### config.mk
export PLATFORM = sky130hd
export DESIGN_NAME = iua_rst_ctrl
export DESIGN_NICKNAME = d
export VERILOG_FILES = /design/src/rtl/iua_rst_ctrl_pkg.sv /design/src/rtl/iua_sync2.sv /design/src/rtl/iua_rst_ctrl.sv
export SDC_FILE = /design/constraint.sdc
export NUM_CORES = 1
export LEC_CHECK = 0
export CORE_MARGIN = 10
export CORE_UTILIZATION = 57
export CTS_CLUSTER_SIZE = 10
export DETAILED_ROUTE_END_ITERATION = 10
export PLACE_DENSITY = 0.76
export SLEW_MARGIN = 20
export SYNTH_ARGS = -nofsm -noshare
export SYNTH_HDL_FRONTEND = slang
export SYNTH_SLANG_ARGS = --single-unit
export TNS_END_PERCENT = 20
### constraint.sdc
create_clock -name clk -period 2.23 [get_ports clk]
set_input_delay 0.223 -clock clk [delete_from_list [all_inputs] [get_ports clk]]
set_output_delay 0.223 -clock clk [all_outputs]
set_load 0.02 [all_outputs]
### src/rtl/iua_rst_ctrl_pkg.sv
// Shared constants for the reset sequencer: FSM state encodings, default
// parameters and a small sizing helper.
package iua_rst_ctrl_pkg;

    localparam logic [2:0] ST_WAIT_LOCK = 3'd0;
    localparam logic [2:0] ST_RELEASE   = 3'd1;
    localparam logic [2:0] ST_RUN       = 3'd2;
    localparam logic [2:0] ST_SOFT      = 3'd3;
    localparam logic [2:0] ST_ACK       = 3'd4;

    localparam int unsigned DEF_N_DOM     = 4;
    localparam int unsigned DEF_LOCK_FILT = 8;
    localparam int unsigned DEF_REL_DELAY = 16;
    localparam int unsigned DEF_SOFT_LEN  = 8;

    function automatic int unsigned max3(input int unsigned a, input int unsigned b,
                                         input int unsigned c);
        int unsigned m;
        m = (a > b) ? a : b;
        return (m > c) ? m : c;
    endfunction

endpackage

### src/rtl/iua_sync2.sv
// Generic two-flop synchronizer, async active-low reset to zero.
module iua_sync2 #(
    parameter int unsigned W = 1
) (
    input  logic         clk,
    input  logic         rst_n,
    input  logic [W-1:0] d,
    output logic [W-1:0] q
);

    logic [W-1:0] meta;

    always_ff @(posedge clk or negedge rst_n) begin
        if (!rst_n) begin
            meta <= '0;
            q    <= '0;
        end else begin
            meta <= d;
            q    <= meta;
        end
    end

endmodule

### src/rtl/iua_rst_ctrl.sv
// Reset sequencer: filters PLL lock, releases domains one by one, serves
// per-domain soft resets over a 4-phase req/ack handshake.
module iua_rst_ctrl
    import iua_rst_ctrl_pkg::*;
#(
    parameter int unsigned N_DOM     = DEF_N_DOM,
    parameter int unsigned LOCK_FILT = DEF_LOCK_FILT,
    parameter int unsigned REL_DELAY = DEF_REL_DELAY,
    parameter int unsigned SOFT_LEN  = DEF_SOFT_LEN
) (
    input  logic             clk,
    input  logic             rst_n,
    input  logic             pll_lock,
    input  logic [N_DOM-1:0] sw_rst_req,
    output logic             sw_rst_ack,
    output logic [N_DOM-1:0] dom_rst,
    output logic             all_ready,
    output logic             lock_lost,
    input  logic             lock_lost_clr
);

    localparam int unsigned CW = $clog2(max3(LOCK_FILT, REL_DELAY, SOFT_LEN) + 1);
    localparam int unsigned SW = $clog2(N_DOM + 1);

    logic             lock_s;
    logic [2:0]       state, state_nxt;
    logic [CW-1:0]    filt, filt_nxt;
    logic [CW-1:0]    cnt, cnt_nxt;
    logic [SW-1:0]    step, step_nxt;
    logic [N_DOM-1:0] mask, mask_nxt;
    logic [N_DOM-1:0] dom_rst_nxt;
    logic             ack_nxt, ready_nxt, lost_nxt;

    iua_sync2 #(.W(1)) u_lock_sync (
        .clk   (clk),
        .rst_n (rst_n),
        .d     (pll_lock),
        .q     (lock_s)
    );

    always_ff @(posedge clk or negedge rst_n) begin
        if (!rst_n) begin
            state      <= ST_WAIT_LOCK;
            filt       <= '0;
            cnt        <= '0;
            step       <= '0;
            mask       <= '0;
            dom_rst    <= '1;
            sw_rst_ack <= 1'b0;
            all_ready  <= 1'b0;
            lock_lost  <= 1'b0;
        end else begin
            state      <= state_nxt;
            filt       <= filt_nxt;
            cnt        <= cnt_nxt;
            step       <= step_nxt;
            mask       <= mask_nxt;
            dom_rst    <= dom_rst_nxt;
            sw_rst_ack <= ack_nxt;
            all_ready  <= ready_nxt;
            lock_lost  <= lost_nxt;
        end
    end

    always_comb begin
        state_nxt   = state;
        filt_nxt    = filt;
        cnt_nxt     = cnt;
        step_nxt    = step;
        mask_nxt    = mask;
        dom_rst_nxt = dom_rst;
        ack_nxt     = sw_rst_ack;
        lost_nxt    = lock_lost_clr ? 1'b0 : lock_lost;

        case (state)
            ST_WAIT_LOCK: begin
                dom_rst_nxt = '1;
                ack_nxt     = 1'b0;
                if (!lock_s) begin
                    filt_nxt = '0;
                end else if (filt == CW'(LOCK_FILT - 1)) begin
                    state_nxt = ST_RELEASE;
                    filt_nxt  = '0;
                    cnt_nxt   = '0;
                    step_nxt  = '0;
                end else begin
                    filt_nxt = filt + 1'b1;
                end
            end
            ST_RELEASE: begin
                if (cnt == CW'(REL_DELAY - 1)) begin
                    cnt_nxt  = '0;
                    step_nxt = step + 1'b1;
                    for (int i = 0; i < int'(N_DOM); i++) begin
                        if (SW'(i) == step) dom_rst_nxt[i] = 1'b0;
                    end
                    if (step == SW'(N_DOM - 1)) state_nxt = ST_RUN;
                end else begin
                    cnt_nxt = cnt + 1'b1;
                end
            end
            ST_RUN: begin
                if (sw_rst_req != '0) begin
                    mask_nxt    = sw_rst_req;
                    dom_rst_nxt = dom_rst | sw_rst_req;
                    cnt_nxt     = '0;
                    state_nxt   = ST_SOFT;
                end
            end
            ST_SOFT: begin
                if (cnt == CW'(SOFT_LEN - 1)) begin
                    dom_rst_nxt = dom_rst & ~mask;
                    ack_nxt     = 1'b1;
                    cnt_nxt     = '0;
                    state_nxt   = ST_ACK;
                end else begin
                    cnt_nxt = cnt + 1'b1;
                end
            end
            ST_ACK: begin
                if (sw_rst_req == '0) begin
                    ack_nxt   = 1'b0;
                    state_nxt = ST_RUN;
                end
            end
            default: begin
                dom_rst_nxt = '1;
                state_nxt   = ST_WAIT_LOCK;
            end
        endcase

        // Lock loss overrides everything, including a lock_lost clear
        if (state != ST_WAIT_LOCK && !lock_s) begin
            dom_rst_nxt = '1;
            ack_nxt     = 1'b0;
            lost_nxt    = 1'b1;
            state_nxt   = ST_WAIT_LOCK;
            filt_nxt    = '0;
            cnt_nxt     = '0;
            step_nxt    = '0;
        end

        // Ready only while settled in RUN: one cycle after release, same edge as ack drop
        ready_nxt = (state == ST_RUN || state == ST_ACK) && (state_nxt == ST_RUN);
    end

endmodule

==> flow_metrics.tcl, run 1 <==
set metrics [dict create \
    finalHoldViolations 0 \
    vias_per_cell 5.84 \
    synthesis.area_mm2 0.00177 \
    async_flop_share 1.00 \
    maxCapViolCount 0 \
    rows 20 \
    cts_made_buffers 5 \
    dieArea_mm2 0.00573 \
    critPathKind "register to register" \
    cp_common_cell "ha_1" \
    clockRootBuffer "clkbuf_4" \
    die_h_um 75.7 \
    synth_flop_cell "dfrtp_1" \
    dpl_cell_area_mm2 0.00193 \
    clkTransAtPathRegs_ns 0.10 \
    cp-start-kind "register" \
    cp-end-kind "register" \
    slew_viol_final 0 \
    path_buf_inv 0 \
    synth_nets 186 \
    fmax_ghz 0.499 \
    drt_wl_total_mm 3.50 \
    tightest_slew_ns 0.605 \
    htree_levels 2 \
    fin_area_mm2 0.00203 \
    cts_resized 0 \
    grt_max_degree 30 \
    synth_top_area_share 0.354 \
    clock_skew_ns 0.00847 \
    syn_to_final_growth_pct 14.9 \
    ys_seq_elements 29 \
    maxSlewHeadroom 0.597 \
    final_antenna_net_count 0 \
    port_buffers 14 \
    postCtsHoldBufs 0 \
    antenna_found_initial 0 \
    io_pins 15 \
    cp_top_family "adder cells" \
    setup_viol 0 \
    outcome "complete, no violations" \
    power_w 0.00162 \
    drive_above_1_share 0.175 \
    slowest_delay_ns 0.41 \
    coreArea_mm2 0.00300 \
    synth.area.top_cells "dfrtp_1 (35%), ha_1 (6.4%), dfstp_2 (5.9%)" \
    p_leak_nw 0.809 \
    clock_path_buffers 2 \
    slowest_stage "dfrtp_1" \
    ys_warn_count 0 \
    finalCritPeriodShare 0.899 \
    yosysTopAreaCell "dfrtp_1" \
    syn_avg_cell_area_um2 10.5 \
    cp_max_fo 5 \
    r2r_slack_ns 0.22 \
    synth-edff-count 0 \
    finalSetupTns_ns 0 \
    rsz0062_at_grt "false" \
    drc 0 \
    dp_hpwl_mm 2.56 \
    rr_worst_depth 7 \
    vias 1296 \
    avgRoutedWirePerCell_um 15.8 \
    hold_path_class "input pin to async pin" \
    ir_worst_vdd_mv 0.485 \
    hold_ws_ns 0.268 \
    dpl.cell_count 214 \
    final_cells 222 \
    powerDensity_mw_per_mm2 800 \
    min_period_ns 2.01 \
    n_antenna_cell 0 \
    dr.first_iter.drc_count 122 \
    synthDistinctLibCells 49 \
    synth_cells 169 \
    insertion_delay_ns 0.34 \
    grt_pass1_wl_mm 6.13 \
    cts_tree "built" \
    path_depth 7 \
    drt_first_pass_iters 4 \
    grt_remaining_overflow 0 \
    cp.arrival_ns 2.23 \
    start_util 0.589 \
    nets 205 \
    cp.required_ns 2.45 \
    clkSinkCount 29 \
    crit_chain "ha_1 -> and3_1 -> ha_1 -> nor2b_1 -> nor3_1 -> o21ai_1 -> mux2_2" \
    die_w_um 75.7 \
    grt_pass1_vias 1324 \
    cts_setup_buffers 0 \
    grt_use_total 0.141 \
    seq_area_frac_synth 0.413 \
    place_congestion 0.831 \
]
state kept, by name, indices dropped and copies added, names as in the netlist:
signal            cells
step                  3
sw_rst_ack            1
dom_rst               4
all_ready             1
cnt                   5
u_lock_sync.q         1
filt                  5
u_lock_sync.meta      1
lock_lost             1
mask                  4
state                 3
logic make-up (layout without fill, tap and decap cells):
| family | after synthesis | after routing | share of synthesized area |
|---|---|---|---|
| XOR/XNOR | 5 | 5 | 0.0248 |
| buffers and inverters | 20 | 40 | 0.0566 |
| AO/OA/AOI/OAI | 41 | 41 | 0.188 |
| flip-flops | 29 | 29 | 0.413 |
| adder cells (fa/ha/maj) | 9 | 9 | 0.0637 |
| AND/OR/NAND/NOR | 56 | 56 | 0.197 |
| multiplexers | 9 | 9 | 0.0573 |
cells in the mapped netlist (3+ instances only):
library cell  number
nand2_1            7
inv_1             14
dfstp_2            4
nor2_1            14
nand3_1            6
nand4_1            3
a21oi_1            7
a2bb2oi_1          4
o21ai_0            6
a22o_1             4
dfrtp_1           25
nor3_1             4
nand2b_1           4
o21ai_1            3
mux2_2             5
buf_6              3
mux2_1             4
and2_1             3
ha_1               9
a22oi_1            3
xnor2_1            4
routing by layer:
metal | part of all wire | global-route usage | up-vias
met5 | 0 | 0 | -
met4 | 0.017 | 0.0680 | 0
met3 | 0.073 | 0.0365 | 8
met2 | 0.48 | 0.227 | 33
met1 | 0.43 | 0.171 | 613
li1 | - | - | 642
layout by cell type (no fill, tap or decap), types with 5 or more instances in the layout:
cell,n
nor2_1,14
nand2_1,7
ha_1,9
dfrtp_1,25
o21ai_0,6
inv_1,14
clkbuf_4,5
mux2_2,5
nand3_1,6
clkdlybuf4s50_1,14
a21oi_1,7
stage by stage:
step	util	worst slack (ns)
3_3_place_gp	0.642	0.336
2_1_floorplan	-	0.429
4_1_cts	0.676	0.232
6_report	0.676	0.224
3_5_place_dp	0.642	0.258
5_1_grt	0.676	0.118
path summary, 6_finish.rpt:
kind                                        from                to
worst max-delay path                      cnt[0]           step[1]
worst min-delay path                       rst_n        sw_rst_ack
worst max register to register            cnt[0]           step[1]
worst min register to register  u_lock_sync.meta     u_lock_sync.q
max in group asynchronous                  rst_n        dom_rst[1]
min in group clk                        pll_lock  u_lock_sync.meta
report_power, final:
part / leakage [nW] / switching, W / internal (W)
Combinational: 0.372 / 0.000206 / 0.000209
Clock: 0.0552 / 0.000193 / 0.000347
Sequential: 0.382 / 0.0000741 / 0.000596
Total: 0.809 / 0.000473 / 0.00115
area by class of cell:
class	count	area [µm²]
sequential	29	731
tap	33	41.3
clock inverter	3	65.1
clock buffer	5	37.5
inverter	15	56.3
multi-input combinational	120	937
fill	245	972
timing repair buffer	17	163
Note: power is estimated with default switching activity, not from simulation.
==> inputs of run 2 (changes only) <==
--- a/config.mk
+++ b/config.mk
@@ -10,7 +10,6 @@
 export CTS_CLUSTER_SIZE = 10
 export DETAILED_ROUTE_END_ITERATION = 10
 export PLACE_DENSITY = 0.76
-export SLEW_MARGIN = 20
 export SYNTH_ARGS = -nofsm -noshare
 export SYNTH_HDL_FRONTEND = slang
 export SYNTH_SLANG_ARGS = --single-unit
==> results of run 2 <==
No change in the layout: final DEF, timing and power equal those of run 1.
==> inputs of run 3 (changes only) <==
==> constraint.sdc (replaced) <==
create_clock -name clk -period 2.1 [get_ports clk]
set_input_delay 0.21 -clock clk [delete_from_list [all_inputs] [get_ports clk]]
set_output_delay 0.21 -clock clk [all_outputs]
set_load 0.02 [all_outputs]
==> flow_metrics.tcl, run 3 (same netlist as run 1, synthesis figures left out) <==
set metrics [dict create \
    grt_pass1_wl_mm 5.99 \
    clockRootBuffer "clkbuf_4" \
    n_antenna_cell 0 \
    grt_max_degree 30 \
    nets 208 \
    grt_use_total 0.137 \
    slew_viol_final 0 \
    powerDensity_mw_per_mm2 769 \
    port_buffers 14 \
    final_common_cell "dfrtp_1" \
    path_buf_inv 0 \
    vias 1325 \
    tightest_slew_ns 0.589 \
    drive_above_1_share 0.198 \
    clock_skew_ns 0.00923 \
    cp.required_ns 2.37 \
    antenna_found_initial 0 \
    coreArea_mm2 0.00300 \
    finalCritPeriodShare 0.963 \
    r2r-start "cnt[0]" \
    drc 0 \
    fin_area_mm2 0.00203 \
    power_w 0.00156 \
    hold_ws_ns 0.248 \
    start_util 0.589 \
    die_w_um 75.7 \
    clkTransAtPathRegs_ns 0.09 \
    min_period_ns 2.02 \
    clock_path_buffers 2 \
    syn_to_final_growth_pct 14.8 \
    cp_max_fo 5 \
    regArea_um2 731 \
    cp_top_family "simple AND/OR/NAND/NOR gates" \
    outcome "complete, no violations" \
    setup_ws_ns 0.0782 \
    cp-start-kind "register" \
    fillers 240 \
    r2r_slack_ns 0.08 \
    final_antenna_net_count 0 \
    insertion_delay_ns 0.34 \
    rows 20 \
    final_cell_mix "dfrtp_1 (25), inv_1 (14), nor2_1 (14), clkdlybuf4s50_1 (14), ha_1 (9)" \
    grt_pass1_vias 1282 \
    avgRoutedWirePerCell_um 15.6 \
    ir_worst_vdd_mv 0.636 \
    drt_wl_total_mm 3.50 \
    rr_endpoint "cnt[3]" \
    cp-end-kind "register" \
    fmax_ghz 0.495 \
    slowest_delay_ns 0.41 \
    maxSlewHeadroom 0.608 \
    dpl_cell_area_mm2 0.00194 \
    dp_hpwl_mm 2.54 \
    startpoint "cnt[0]" \
    vias_per_cell 5.89 \
    slowest_stage "dfrtp_1" \
    cp_common_cell "ha_1" \
    reg_top3 "cnt x5, filt x5" \
    die_h_um 75.7 \
    grt_remaining_overflow 0 \
    drt_first_pass_iters 4 \
    crit_chain "ha_1 -> and3_1 -> ha_1 -> nor2b_1 -> a211oi_2 -> nor3b_2 -> a221o_1" \
    maxCapViolCount 0 \
    rr_worst_depth 7 \
    critPathKind "register to register" \
    place_congestion 0.825 \
    io_pins 15 \
    setup_viol 0 \
    finalHoldViolations 0 \
    place_worst_setup_slack_ns 0.0842 \
    multi_input_area_um2 946 \
    cts_made_buffers 5 \
    cts_tree "built" \
    dieArea_mm2 0.00573 \
    finalSetupTns_ns 0 \
    p_leak_nw 0.813 \
    clkSinkCount 29 \
    dr.first_iter.drc_count 115 \
    cp.arrival_ns 2.29 \
    hold_path_class "input pin to async pin" \
    htree_levels 2 \
]
[run 3: area by class of cell]
type | instances | share of cell area
clock inverters | 1 | 0.00247
multi-input cells | 120 | 0.466
well taps | 33 | 0.0203
repair buffers | 20 | 0.0912
clock buffers | 7 | 0.0321
flip-flops and latches | 29 | 0.360
inverters | 15 | 0.0277
[run 3: metrics by stage]
step,utilization,cells
2_1_floorplan,-,169
3_3_place_gp,0.645,215
3_5_place_dp,0.645,215
4_1_cts,0.668,223
5_1_grt,0.676,225
6_report,0.676,225
[run 3: where the power goes]
group | switching (W) | internal (W)
clock network | 0.000198 | 0.000194
registers | 0.0000752 | 0.000633
logic | 0.000229 | 0.000232
total | 0.000502 | 0.00106
[run 3: layer usage]
layer	part of all wire	GRT usage	vias up
met4	0.018	0.0557	0
met5	0	0	-
met1	0.45	0.168	644
met2	0.47	0.217	26
li1	-	-	647
met3	0.055	0.0417	8
[run 3: worst max path at each step]
stage	end	depth (start not counted)	slack (ns)
floorplan	step[0]	7	0.30
global placement	step[0]	7	0.18
detailed placement	cnt[3]	7	0.08
CTS	cnt[3]	7	0.01
global route	cnt[3]	7	-0.02
finish	cnt[3]	7	0.08
[run 3: timing repair]
item                                    4_1_cts  5_1_grt
hold buffers                                  0        0
resized for setup                             0        2
setup buffers                                 0        2
endpoints found under the setup margin        0        2
